File: config.mk
export PLATFORM = sky130hd
export DESIGN_NAME = rasterint_gen_flat
export DESIGN_NICKNAME = d
export VERILOG_FILES = /design/src/rtl/rasterint_gen_if.sv /design/src/rtl/rasterint_gen.sv /design/src/flat_wrapper.sv
export SDC_FILE = /design/constraint.sdc
export NUM_CORES = 1
export LEC_CHECK = 0
export CAP_MARGIN = 20
export CORE_MARGIN = 2
export CORE_UTILIZATION = 38
export CTS_BUF_LIST = sky130_fd_sc_hd__clkbuf_8
export DETAILED_ROUTE_END_ITERATION = 16
export HOLD_SLACK_MARGIN = 0.12
export PLACE_DENSITY = 0.77
export REMOVE_ABC_BUFFERS = 1
export SKIP_LAST_GASP = 1
export SLEW_MARGIN = 20
export SYNTH_ARGS = -nofsm -noshare
export SYNTH_HDL_FRONTEND = slang
export SYNTH_SLANG_ARGS = --single-unit
File: constraint.sdc
create_clock -name clk -period 1.96 [get_ports clk]
set_input_delay 0.294 -clock clk [delete_from_list [all_inputs] [get_ports clk]]
set_output_delay 0.294 -clock clk [all_outputs]
set_load 0.005 [all_outputs]
File: src/rtl/rasterint_gen_if.sv
// Bus bundle for rasterint_gen: video timing, interrupt enables, Z80 ack
// strobes in; INT and raster-origin flag out.
interface rasterint_gen_if;
  logic       cpu_clken;
  logic [8:0] hc;
  logic [8:0] vc;
  logic       rasterint_enable;
  logic       vretraceint_disable;
  logic [8:0] raster_line;
  logic       m1_n;
  logic       iorq_n;
  logic       int_n;
  logic       raster_int_in_progress;

  modport slave (
    input  cpu_clken, hc, vc, rasterint_enable, vretraceint_disable,
           raster_line, m1_n, iorq_n,
    output int_n, raster_int_in_progress
  );

  modport master (
    output cpu_clken, hc, vc, rasterint_enable, vretraceint_disable,
           raster_line, m1_n, iorq_n,
    input  int_n, raster_int_in_progress
  );
endinterface

File: src/rtl/rasterint_gen.sv
// Z80 INT generator: vertical-retrace and raster-line interrupts with pending
// queueing. Define INTACK_CLEAR_EN to let an M1+IORQ acknowledge end a pulse.
module rasterint_gen #(
  parameter int unsigned VRETRACE_LINE = 248,
  parameter int unsigned VRETRACE_HC   = 0,
  parameter int unsigned RASTER_HC     = 256,
  parameter int unsigned INT_WIDTH     = 32,
  parameter int unsigned MAX_LINE      = 311
) (
  input  logic             clk,
  input  logic             rst_n,
  rasterint_gen_if.slave   bus
);

  typedef enum logic [1:0] {IDLE, VR_ACTIVE, RAS_ACTIVE} state_t;

  localparam logic [8:0] VR_LINE_C  = 9'(VRETRACE_LINE);
  localparam logic [8:0] VR_HC_C    = 9'(VRETRACE_HC);
  localparam logic [8:0] RAS_HC_C   = 9'(RASTER_HC);
  localparam logic [8:0] MAX_LINE_C = 9'(MAX_LINE);
  localparam logic [5:0] CNT_LAST   = 6'(INT_WIDTH - 1);

  state_t     state_q, state_d;
  logic [5:0] cnt_q, cnt_d;
  logic       pend_vr_q, pend_vr_d;
  logic       pend_ras_q, pend_ras_d;
  logic       fired_vr_q, fired_ras_q;
  logic       int_n_q, int_n_d;
  logic       rip_q, rip_d;

  logic match_vr, match_ras, req_vr, req_ras, ack;

  assign match_vr  = (bus.vc == VR_LINE_C) && (bus.hc == VR_HC_C) &&
                     !bus.vretraceint_disable;
  assign match_ras = (bus.vc == bus.raster_line) && (bus.hc == RAS_HC_C) &&
                     bus.rasterint_enable && (bus.raster_line <= MAX_LINE_C);

  // Rising edge of each match only, so a held match yields one request.
  assign req_vr  = match_vr  && !fired_vr_q;
  assign req_ras = match_ras && !fired_ras_q;

`ifdef INTACK_CLEAR_EN
  assign ack = !bus.m1_n && !bus.iorq_n && bus.cpu_clken;
`else
  assign ack = 1'b0;
`endif

  always_comb begin
    state_d    = state_q;
    cnt_d      = cnt_q;
    pend_vr_d  = pend_vr_q;
    pend_ras_d = pend_ras_q;
    unique case (state_q)
      VR_ACTIVE, RAS_ACTIVE: begin
        pend_vr_d  = pend_vr_q  | req_vr;
        pend_ras_d = pend_ras_q | req_ras;
        if (ack || (bus.cpu_clken && cnt_q == CNT_LAST)) begin
          state_d = IDLE;
          cnt_d   = '0;
        end else if (bus.cpu_clken) begin
          cnt_d = cnt_q + 6'd1;
        end
      end
      default: begin
        // Retrace wins; a simultaneous raster request is parked as pending.
        if (req_vr || pend_vr_q) begin
          state_d    = VR_ACTIVE;
          pend_vr_d  = 1'b0;
          pend_ras_d = pend_ras_q | req_ras;
        end else if (req_ras || pend_ras_q) begin
          state_d    = RAS_ACTIVE;
          pend_ras_d = 1'b0;
        end
      end
    endcase
    if (!bus.rasterint_enable)   pend_ras_d = 1'b0;
    if (bus.vretraceint_disable) pend_vr_d  = 1'b0;
    int_n_d = (state_d == IDLE);
    rip_d   = (state_d == RAS_ACTIVE);
  end

  always_ff @(posedge clk) begin
    if (!rst_n) begin
      state_q     <= IDLE;
      cnt_q       <= '0;
      pend_vr_q   <= 1'b0;
      pend_ras_q  <= 1'b0;
      fired_vr_q  <= 1'b0;
      fired_ras_q <= 1'b0;
      int_n_q     <= 1'b1;
      rip_q       <= 1'b0;
    end else begin
      state_q     <= state_d;
      cnt_q       <= cnt_d;
      pend_vr_q   <= pend_vr_d;
      pend_ras_q  <= pend_ras_d;
      fired_vr_q  <= match_vr;
      fired_ras_q <= match_ras;
      int_n_q     <= int_n_d;
      rip_q       <= rip_d;
    end
  end

  assign bus.int_n                  = int_n_q;
  assign bus.raster_int_in_progress = rip_q;

endmodule

File: src/flat_wrapper.sv
// flat-port wrapper written by rule: the top's interface ports become plain ports
module rasterint_gen_flat 
#(
  parameter int unsigned VRETRACE_LINE = 248,
  parameter int unsigned VRETRACE_HC   = 0,
  parameter int unsigned RASTER_HC     = 256,
  parameter int unsigned INT_WIDTH     = 32,
  parameter int unsigned MAX_LINE      = 311
)
  (clk, rst_n, bus_cpu_clken, bus_hc, bus_vc, bus_rasterint_enable, bus_vretraceint_disable, bus_raster_line, bus_m1_n, bus_iorq_n, bus_int_n, bus_raster_int_in_progress);
  rasterint_gen_if bus_i ();
  input  logic clk;
  input  logic rst_n;
  input wire logic [$bits(bus_i.cpu_clken)-1:0] bus_cpu_clken;
  input wire logic [$bits(bus_i.hc)-1:0] bus_hc;
  input wire logic [$bits(bus_i.vc)-1:0] bus_vc;
  input wire logic [$bits(bus_i.rasterint_enable)-1:0] bus_rasterint_enable;
  input wire logic [$bits(bus_i.vretraceint_disable)-1:0] bus_vretraceint_disable;
  input wire logic [$bits(bus_i.raster_line)-1:0] bus_raster_line;
  input wire logic [$bits(bus_i.m1_n)-1:0] bus_m1_n;
  input wire logic [$bits(bus_i.iorq_n)-1:0] bus_iorq_n;
  output wire logic [$bits(bus_i.int_n)-1:0] bus_int_n;
  output wire logic [$bits(bus_i.raster_int_in_progress)-1:0] bus_raster_int_in_progress;
  assign bus_i.cpu_clken = bus_cpu_clken;
  assign bus_i.hc = bus_hc;
  assign bus_i.vc = bus_vc;
  assign bus_i.rasterint_enable = bus_rasterint_enable;
  assign bus_i.vretraceint_disable = bus_vretraceint_disable;
  assign bus_i.raster_line = bus_raster_line;
  assign bus_i.m1_n = bus_m1_n;
  assign bus_i.iorq_n = bus_iorq_n;
  assign bus_int_n = bus_i.int_n;
  assign bus_raster_int_in_progress = bus_i.raster_int_in_progress;
  rasterint_gen #(.VRETRACE_LINE(VRETRACE_LINE), .VRETRACE_HC(VRETRACE_HC), .RASTER_HC(RASTER_HC), .INT_WIDTH(INT_WIDTH), .MAX_LINE(MAX_LINE)) u_core (.clk(clk), .rst_n(rst_n), .bus(bus_i));
endmodule
* Word-level counts from Yosys, hierarchy flattened
Cells that the tools add are included.
** Word-level totals
- Output and inout bits :: 2
- Register bits after elaboration :: 14
- Input bits :: 34
** Operators by class
- Mux-type cells :: 11
- Equal/unequal tests :: 7
- Add/subtract/negate cells :: 1
- Reduce and logical (&&, ||, !) cells :: 22
- Magnitude comparators :: 1
- Bitwise gates (word level) :: 3
** Operators with widths (count)
- two-way mux 6 bit :: 2
- == test 9 x 8 -> 1 bit (second input constant) :: 1
- == test 9 bit :: 1
- == test 9 bit (second input constant) :: 1
- less-or-equal comparator 9 bit (second input constant) :: 1
- logical NOT 9 bit :: 1
- logical AND 1 bit :: 8
- two-way mux 2 bit :: 4
- adder 6 x 1 -> 6 bit (second input constant) :: 1
- == test 6 x 5 -> 1 bit (second input constant) :: 1
- two-way mux 1 bit :: 5
- == test 2 bit (second input constant) :: 2
- AND reduction 2 bit :: 2
- nonzero test 2 bit :: 2
- OR reduction 2 bit :: 2
- logical NOT 1 bit :: 3
- nonzero test 3 bit :: 1
- == test 2 x 1 -> 1 bit (second input constant) :: 1
- logical NOT 2 bit :: 1
- logical OR 1 bit :: 2
- bitwise OR 1 bit :: 2
- inverter 1 bit :: 1

* Longest topological paths before layout
Gate-level depths: netlist of the first run.
- Depth after elaboration :: 10
- Depth in mapped cells :: 8

* Worst setup path before layout of the first run
Ideal clock, no wire load.
- Kind :: input -> register
- From :: input port bus_hc[5]
- To :: register u_core.state_q[0]
- Stages on the path :: 6
- Setup slack :: -74 ps
- Buffers on the path :: 0
- Arrival time :: 1919 ps
- Data required time :: 1845 ps
- Cell sequence :: nor4_2 nand2_1 or4_4 o41ai_4 o22ai_1 and2_1
** On the way
- Longest elaborated chain between the ends :: 9
** RTL lines
- start: declaration :: line flat_wrapper.sv:15 : input wire logic [$bits(bus_i.hc)-1:0] bus_hc;
- == test 9 bit :: line rasterint_gen.sv:35 : assign match_ras = (bus.vc == bus.raster_line) && (bus.hc == RAS_HC_C) &&
- logical AND 1 bit (2 in a row) :: line rasterint_gen.sv:35
- logical AND 1 bit :: line rasterint_gen.sv:36 : bus.rasterint_enable && (bus.raster_line <= MAX_LINE_C);
- logical AND 1 bit :: line rasterint_gen.sv:40 : assign req_ras = match_ras && !fired_ras_q;
- logical OR 1 bit :: line rasterint_gen.sv:70 : end else if (req_ras || pend_ras_q) begin
- two-way mux 2 bit :: line rasterint_gen.sv:70
- two-way mux 2 bit * :: line rasterint_gen.sv:66 : if (req_vr || pend_vr_q) begin
- two-way mux 2 bit * :: line rasterint_gen.sv:53 : unique case (state_q)
- end signal: assignment :: line rasterint_gen.sv:93 : state_q <= state_d;
- end: declaration :: line rasterint_gen.sv:23 : state_t state_q, state_d;
Mark *: on every way between the ends. The rest lies on a longest branch, timed or not.
A chain may end at the register's enable or synchronous reset.

* Worst setup path in the final report of the first run
- From :: input port bus_rasterint_enable
- To :: register u_core.rip_q (netlist: u_core.bus.raster_int_in_progress)
** On the way
- Longest elaborated chain between the ends :: 8
** RTL lines
- start: declaration :: line flat_wrapper.sv:17 : input wire logic [$bits(bus_i.rasterint_enable)-1:0] bus_rasterint_enable;
- logical AND 1 bit :: line rasterint_gen.sv:35
- logical AND 1 bit :: line rasterint_gen.sv:36
- logical AND 1 bit :: line rasterint_gen.sv:40
- logical OR 1 bit :: line rasterint_gen.sv:70
- two-way mux 2 bit :: line rasterint_gen.sv:70
- two-way mux 2 bit :: line rasterint_gen.sv:66
- two-way mux 2 bit :: line rasterint_gen.sv:53
- == test 2 bit :: line rasterint_gen.sv:79 : rip_d = (state_d == RAS_ACTIVE);
- end signal: assignment :: line rasterint_gen.sv:100 : rip_q <= rip_d;
- end: declaration :: line rasterint_gen.sv:29 : logic rip_q, rip_d;
No other way between the ends.

==> results of run 1 <==
## power breakdown
| group | switching, mW | total [mW] | internal (mW) | leakage, nW |
|---|---|---|---|---|
| logic | 0.0693 | 0.168 | 0.0986 | 0.527 |
| clock network | 0.0999 | 0.278 | 0.178 | 0.0288 |
| registers | 0.00603 | 0.296 | 0.290 | 0.113 |
| total | 0.175 | 0.742 | 0.567 | 0.669 |
## cell usage after synthesis, types with 2 or more instances
cell type   n
nand4_1     4
nand2_1    11
xnor2_1     7
dfxtp_1    14
inv_1       6
nor4_1      3
o22ai_1     2
nor4_2      2
nand3_1     6
or2_2       2
xor2_1      6
and2_1      3
nor2_1      9
a21oi_1     2
## registers in the layout (all words and copies together) (netlist names)
register                           flops
u_core.pend_vr_q                       1
u_core.bus.raster_int_in_progress      1
u_core.pend_ras_q                      1
u_core.fired_ras_q                     1
u_core.bus.int_n                       1
u_core.state_q                         2
u_core.fired_vr_q                      1
u_core.cnt_q                           6
## critical path: stages
cell and delay (ns):
clkdlybuf4s50_1 0.49, nand2_1 0.07, or4_4 0.51, o41ai_4 0.37
buf_6 0.17, nand4_1 0.10, a31oi_1 0.20
## routing by layer
metal  global-route usage (%)  vias up  wire length, um
met5                        0        -                0
met4                     9.46        0               31
met3                     4.46        6              167
met2                     41.2       34             1330
met1                     23.7      418             1060
li1                         -      452                -
## final cells by class
class | instances | area [um2]
Inverter | 6 | 22.5
Clock buffer | 4 | 55.1
Fill cell | 124 | 482
Timing Repair Buffer | 58 | 495
Sequential cell | 14 | 280
Tap cell | 27 | 33.8
Multi-Input combinational cell | 71 | 613
## layout by cell type (no fill, tap or decap), drive strengths merged, types with 3 or more instances in the layout
cell type	netlist	routed
and2	3	3
buf	0	28
clkbuf	3	11
clkdlybuf4s50	0	13
dfxtp	14	14
dlygate4sd2	0	5
dlymetal6s2s	0	3
inv	6	6
nand2	11	11
nand3	6	6
nand4	4	4
nor2	9	9
nor4	5	5
xnor2	7	7
xor2	6	6
## metrics by stage
step	total power [mW]	worst slack, ns	setup TNS (ns)
global placement	0.448	-0.612	-2.90
detailed placement	0.449	-0.646	-3.12
global route	0.780	-0.157	-0.555
CTS	0.723	0.00815	0
floorplan	0.347	-0.0742	-0.0742
finish	0.742	-0.0852	-0.247
## path summary, 6_finish.rpt
kind / endpoint / slack (ns) / depth (start not counted)
worst min register to register: u_core.cnt_q[1] / 0.50 / 2
worst max-delay path: u_core.bus.raster_int_in_progress / -0.09 / 7
worst max register to register: u_core.state_q[0] / 0.29 / 7
worst min-delay path: u_core.pend_vr_q / 0.47 / 3
## timing repair
action / 4_1_cts / 5_1_grt
resized for setup: 32 / 37
buffers inserted: 8 / 2
pin swaps: 15 / 14
endpoints found under the setup margin: 5 / 6
## cell families (layout without fill, tap and decap cells)
family / after synthesis / after routing / synth area share (%)
buffers and inverters: 9 / 68 / 4.76
XOR/XNOR: 13 / 13 / 14.0
AND/OR/NAND/NOR: 46 / 46 / 32.1
adder cells (fa/ha/maj): 2 / 2 / 2.76
flip-flops: 14 / 14 / 34.4
AO/OA/AOI/OAI: 10 / 10 / 12.0
==> run summary, run 1 <==
Worst Slack Setup Final -> -0.0852 ns
Die height -> 50.3 um
Worst slew margin -> 76.1%
Crit-path max FO -> 5
Final worst path period share -> 104%
TritonCTS Buffers -> 3
Hold buffer count at cts -> 0
Synth area leaders -> dfxtp_1, xnor2_1, xor2_1
Crit path kind -> in2reg
Layout Nets -> 189
Worst hold slack -> 0.470 ns
Top Ports -> 36
Dpl hpwl -> 1.68 mm
Setup-failing EPs final -> 4
Failing checks -> negative setup slack
Leak -> 0.669 nW
FMAX -> 489 MHz
Die area -> 2530 um2
Predominant post-synthesis flop cell -> dfxtp_1
Clock latency on the worst-skew pair -> 0.24 ns
I/O Buffers -> 33
Final Util -> 75.7%
RSZ-0062 raised after global routing -> true
Final hold violation count -> 0
Worst hold path class -> in2reg
Layout cells sized above 1 -> 39.2%
Diodes inserted -> 0
Final slew viol count -> 0
Hold Startpoint -> bus_vretraceint_disable
Leading area contributor after synthesis -> dfxtp_1
CTS tree -> built
Final Non-Filler Cells -> 180
Core Region -> 1980 um2
Power Dens Cells -> 495 nW/um2
Actual slew at the worst max-slew pin -> 0.358 ns
Initial antenna violation count -> 0
Area Growth Syn to Fin -> 84.2%
Die Wd -> 50.3 um
Non-Filler Cell Area, Final -> 1500 um2
Final wirelength -> 2.59 mm
1st-pass router iterations -> 6
Share of the synthesized area in the top cell type -> 34.4%
Register area share after synthesis -> 34.4%
CTS Root Cell -> clkbuf_8
CP Launch Type -> input port
CP Capture Type -> register
Skew final -> 0.000573 ns
Post-Syn Instances -> 94
Starting DRT DRC Count -> 11
Ys async rst share -> 0%
CTS clk-pin slew, worst paths -> 0.06 ns
Max-Cap Viols -> 0
Routability cong. -> 0.759
Worst endpoint data arrival time -> 2.21 ns
Setup crit start -> bus_rasterint_enable
VDD IR-drop max -> 446 uV
Initial Util -> 41.1%
Mapped cell area -> 815 um2
Vias -> 910
Number of synthesized flops with an enable pin -> 0
Largest net degree at the start of global routing -> 9
Post-route DRC -> 0
Shortest period the worst path allows -> 2.05 ns
Cell total after placement -> 166
Routed Antenna Nets -> 0
Syn avg cell area -> 8.67 um2
Number of clock sinks -> 14
Worst Path Required -> 2.13 ns
GRT Total Usage -> 22.0%
Row count -> 16
Synth Register Bits -> 14
Placed instance area -> 1270 um2
Total global routing overflow -> 0
Status -> finished, violations left
H-tree depth -> 1
Clock Tree Buf Depth -> 2
WL/cell -> 14.4 um
Critical R2R Launch -> u_core.cnt_q[0]
First-pass GRT wire length -> 4.28 mm
Vias per std cell -> 5.06
Vias in the first global route -> 981
Synth cell types -> 31
Yosys warnings -> 0
Note: power is estimated with default switching activity, not from simulation.
==> inputs of run 2 (changes only) <==
--- a/config.mk
+++ b/config.mk
@@ -7,11 +7,11 @@
 export LEC_CHECK = 0
 export CAP_MARGIN = 20
 export CORE_MARGIN = 2
-export CORE_UTILIZATION = 38
-export CTS_BUF_LIST = sky130_fd_sc_hd__clkbuf_8
+export CORE_UTILIZATION = 37
+export CTS_BUF_LIST = sky130_fd_sc_hd__clkbuf_16
 export DETAILED_ROUTE_END_ITERATION = 16
 export HOLD_SLACK_MARGIN = 0.12
-export PLACE_DENSITY = 0.77
+export PLACE_DENSITY = 0.75
 export REMOVE_ABC_BUFFERS = 1
 export SKIP_LAST_GASP = 1
 export SLEW_MARGIN = 20
==> run 2 against run 1 <==
The flow now finishes without violations. Core utilization decreased by 5.0 points. Global-route usage decreased by 2.1 points. Clock skew increased by 0.00061 ns. Critical path depth unchanged. Final cell count decreased by 4.4%. Power increased by 14%. Largest cell class unchanged. Sequential share of layout area increased by 0.93 points. Count of clock-buffer cells in the layout decreased by 1. First-iteration DRC count increased by 27%. Sequential power about the same. Maximum frequency increased by 4.4%. Critical endpoint unchanged.
==> run summary, run 2 (synthesized netlist as in run 1, its figures left out) <==
Status -> completed
First-pass GRT wire length -> 3.89 mm (-9.0%)
Critical path cell sequence -> clkbuf_2 > nor4_2 > nand2_2 > or4_4 > o41ai_4 > nand4_1 > a31oi_1
VDD IR-drop max -> 491 uV (+10%)
I/O Buffers -> 33 (unchanged)
Non-Filler Cell Area, Final -> 1430 um2 (-4.8%)
H-tree depth -> 1 (unchanged)
Crit-path max FO -> 5 (unchanged)
Largest net degree at the start of global routing -> 9 (unchanged)
Skew final -> 0.00119 ns (+0.000614 ns)
Die area -> 2590 um2 (+2.5%)
Largest regs -> u_core.cnt_q (6), u_core.state_q (2)
Most common cell after layout, fill and taps aside -> buf_4
Total global routing overflow -> 0 (unchanged)
Vias -> 875 (-3.8%)
Setup crit start -> bus_hc[2]
R2r endpoint -> u_core.state_q[0]
Power Dens Cells -> 590 nW/um2 (+19%)
R2R Setup Slk -> 0.33 ns (+0.04 ns)
Actual slew at the worst max-slew pin -> 0.436 ns (+0.0782 ns)
Slowest CP cell -> or4_4
Vias in the first global route -> 925 (-5.7%)
Clock Tree Buf Depth -> 2 (unchanged)
CTS tree -> built
Final slew viol count -> 0 (unchanged)
Fill count -> 147 (+19%)
Critical Path Sink -> u_core.bus.raster_int_in_progress
Footprint of the multi-input gates -> 561 um2 (-8.6%)
Core Region -> 2020 um2 (+2.0%)
Worst R2R Path Depth -> 7 (unchanged)
Worst hold path class -> in2reg
GRT Total Usage -> 20.0% (-2.1 points)
WL/cell -> 13.6 um (-5.1%)
Bufs and invs on worst path -> 1 (-1)
Critical R2R Launch -> u_core.cnt_q[0]
Layout Nets -> 181 (-4.2%)
Top Ports -> 36 (unchanged)
1st-pass router iterations -> 4 (-2)
Cell count along the critical path -> 7 (unchanged)
Shortest period the worst path allows -> 1.96 ns (-0.0856 ns)
CP Capture Type -> register
Placed instance area -> 1270 um2 (unchanged)
Row count -> 16 (unchanged)
Worst endpoint data arrival time -> 2.13 ns (-0.08 ns)
Die height -> 50.9 um (+1.2%)
Diodes inserted -> 0 (unchanged)
Most frequent cells in the layout -> buf_4, dfxtp_1, nand2_1
Largest register FFs -> 6 (unchanged)
Vias per std cell -> 5.09 (+0.63%)
Hold buffer count at cts -> 0 (unchanged)
Routed Antenna Nets -> 0 (unchanged)
Routability cong. -> 0.769 (+1.3%)
Worst slew margin -> 70.8% (-5.3 points)
CP Launch Type -> input port
Layout cells sized above 1 -> 33.1% (-6.1 points)
Critical path's largest stage delay -> 0.51 ns (about the same)
FMAX -> 510 MHz (+4.4%)
Dpl hpwl -> 1.72 mm (+1.9%)
Leak -> 0.667 nW (-0.26%)
Initial Util -> 40.3% (-0.81 points)
TritonCTS Buffers -> 3 (unchanged)
Reg with most FFs -> u_core.cnt_q
Clock latency on the worst-skew pair -> 0.24 ns (about the same)
Sequential Area -> 280 um2 (unchanged)
Delay-heaviest family, CP -> simple AND/OR/NAND/NOR gates
Crit path kind -> in2reg
Starting DRT DRC Count -> 14 (+3)
Area Growth Syn to Fin -> 75.4%
Setup-failing EPs final -> 0 (-4)
Worst Path Required -> 2.13 ns (about the same)
Initial antenna violation count -> 0 (unchanged)
RSZ-0062 raised after global routing -> true
Final Non-Filler Cells -> 172 (-4.4%)
Final wirelength -> 2.35 mm (-9.4%)
Post-route DRC -> 0 (unchanged)
Final worst path period share -> 100% (-4.4 points)
Die Wd -> 50.9 um (+1.2%)
CTS Root Cell -> clkbuf_16
Number of clock sinks -> 14 (unchanged)
Max-Cap Viols -> 0 (unchanged)
Cell total after placement -> 166 (unchanged)
CTS clk-pin slew, worst paths -> 0.05 ns (about the same)
Final hold violation count -> 0 (unchanged)
Final Util -> 70.7% (-5.0 points)
run 2: cell types whose count changed in the layout (fill, tap and decap cells not counted), moves of 2 or more:
cell / change
nor4_4: -2
dlymetal6s2s_1: +6
clkdlybuf4s50_1: -5
buf_4: -6
dlygate4sd2_1: -3
clkbuf_8: -4
clkbuf_16: +3
clkdlybuf4s15_1: +2
run 2: area by class of cell:
class	instances	area share, %
Clock buffer	3	5.25
Clock inverter	1	0.263
Inverter	6	1.58
Multi-Input combinational cell	71	39.2
Sequential cell	14	19.6
Tap cell	27	2.36
Timing Repair Buffer	50	31.7
run 2: repair_timing:
item / CTS / global route
setup endpoints to repair: 5 / 5
pin swaps: 13 / 15
setup buffers: 2 / 0
gates resized for setup: 26 / 46
run 2: tightest hold or removal path: cells and delay by family:
family | cells | cell delay [ns]
AND/OR/NAND/NOR | 3 | 0.16
buffers and inverters | 1 | 0.08
run 2: power breakdown:
| part | switching [mW] | total [mW] | internal, mW | leakage, nW |
|---|---|---|---|---|
| Sequential | 0.00552 | 0.297 | 0.291 | 0.113 |
| Combinational | 0.0622 | 0.158 | 0.0955 | 0.515 |
| Clock | 0.119 | 0.388 | 0.270 | 0.0385 |
run 2: worst min path at each step:
| stage | start | endpoint | slack, ns | cells past startpoint |
|---|---|---|---|---|
| 2_1_floorplan | bus_vretraceint_disable | u_core.pend_vr_q | 0.37 | 1 |
| 3_3_place_gp | u_core.cnt_q[1] | u_core.cnt_q[1] | 0.47 | 2 |
| 3_5_place_dp | u_core.cnt_q[1] | u_core.cnt_q[1] | 0.50 | 2 |
| 4_1_cts | bus_hc[2] | u_core.fired_vr_q | 0.49 | 4 |
| 5_1_grt | bus_hc[6] | u_core.fired_vr_q | 0.36 | 4 |
| 6_report | bus_hc[6] | u_core.fired_vr_q | 0.34 | 4 |
run 2: metrics by stage:
stage	worst slack, ns	power, mW	hold WS [ns]	TNS [ns]
after detailed placement	-0.673	0.452	0.497	-3.30
after global routing	-0.123	0.875	0.365	-0.231
after global placement	-0.617	0.449	0.473	-2.94
after CTS	0.00320	0.839	0.493	0
after floorplan	-0.0742	0.347	0.372	-0.0742
final	0.000399	0.843	0.337	0
run 2: layer usage:
| metal | up-vias | global-route usage (%) | share of wire [%] |
|---|---|---|---|
| met2 | 29 | 37.2 | 53 |
| met3 | 5 | 4.09 | 6.4 |
| met4 | 0 | 8.11 | 1.7 |
| met1 | 407 | 21.7 | 39 |
| met5 | - | 0 | 0 |
| li1 | 434 | - | - |
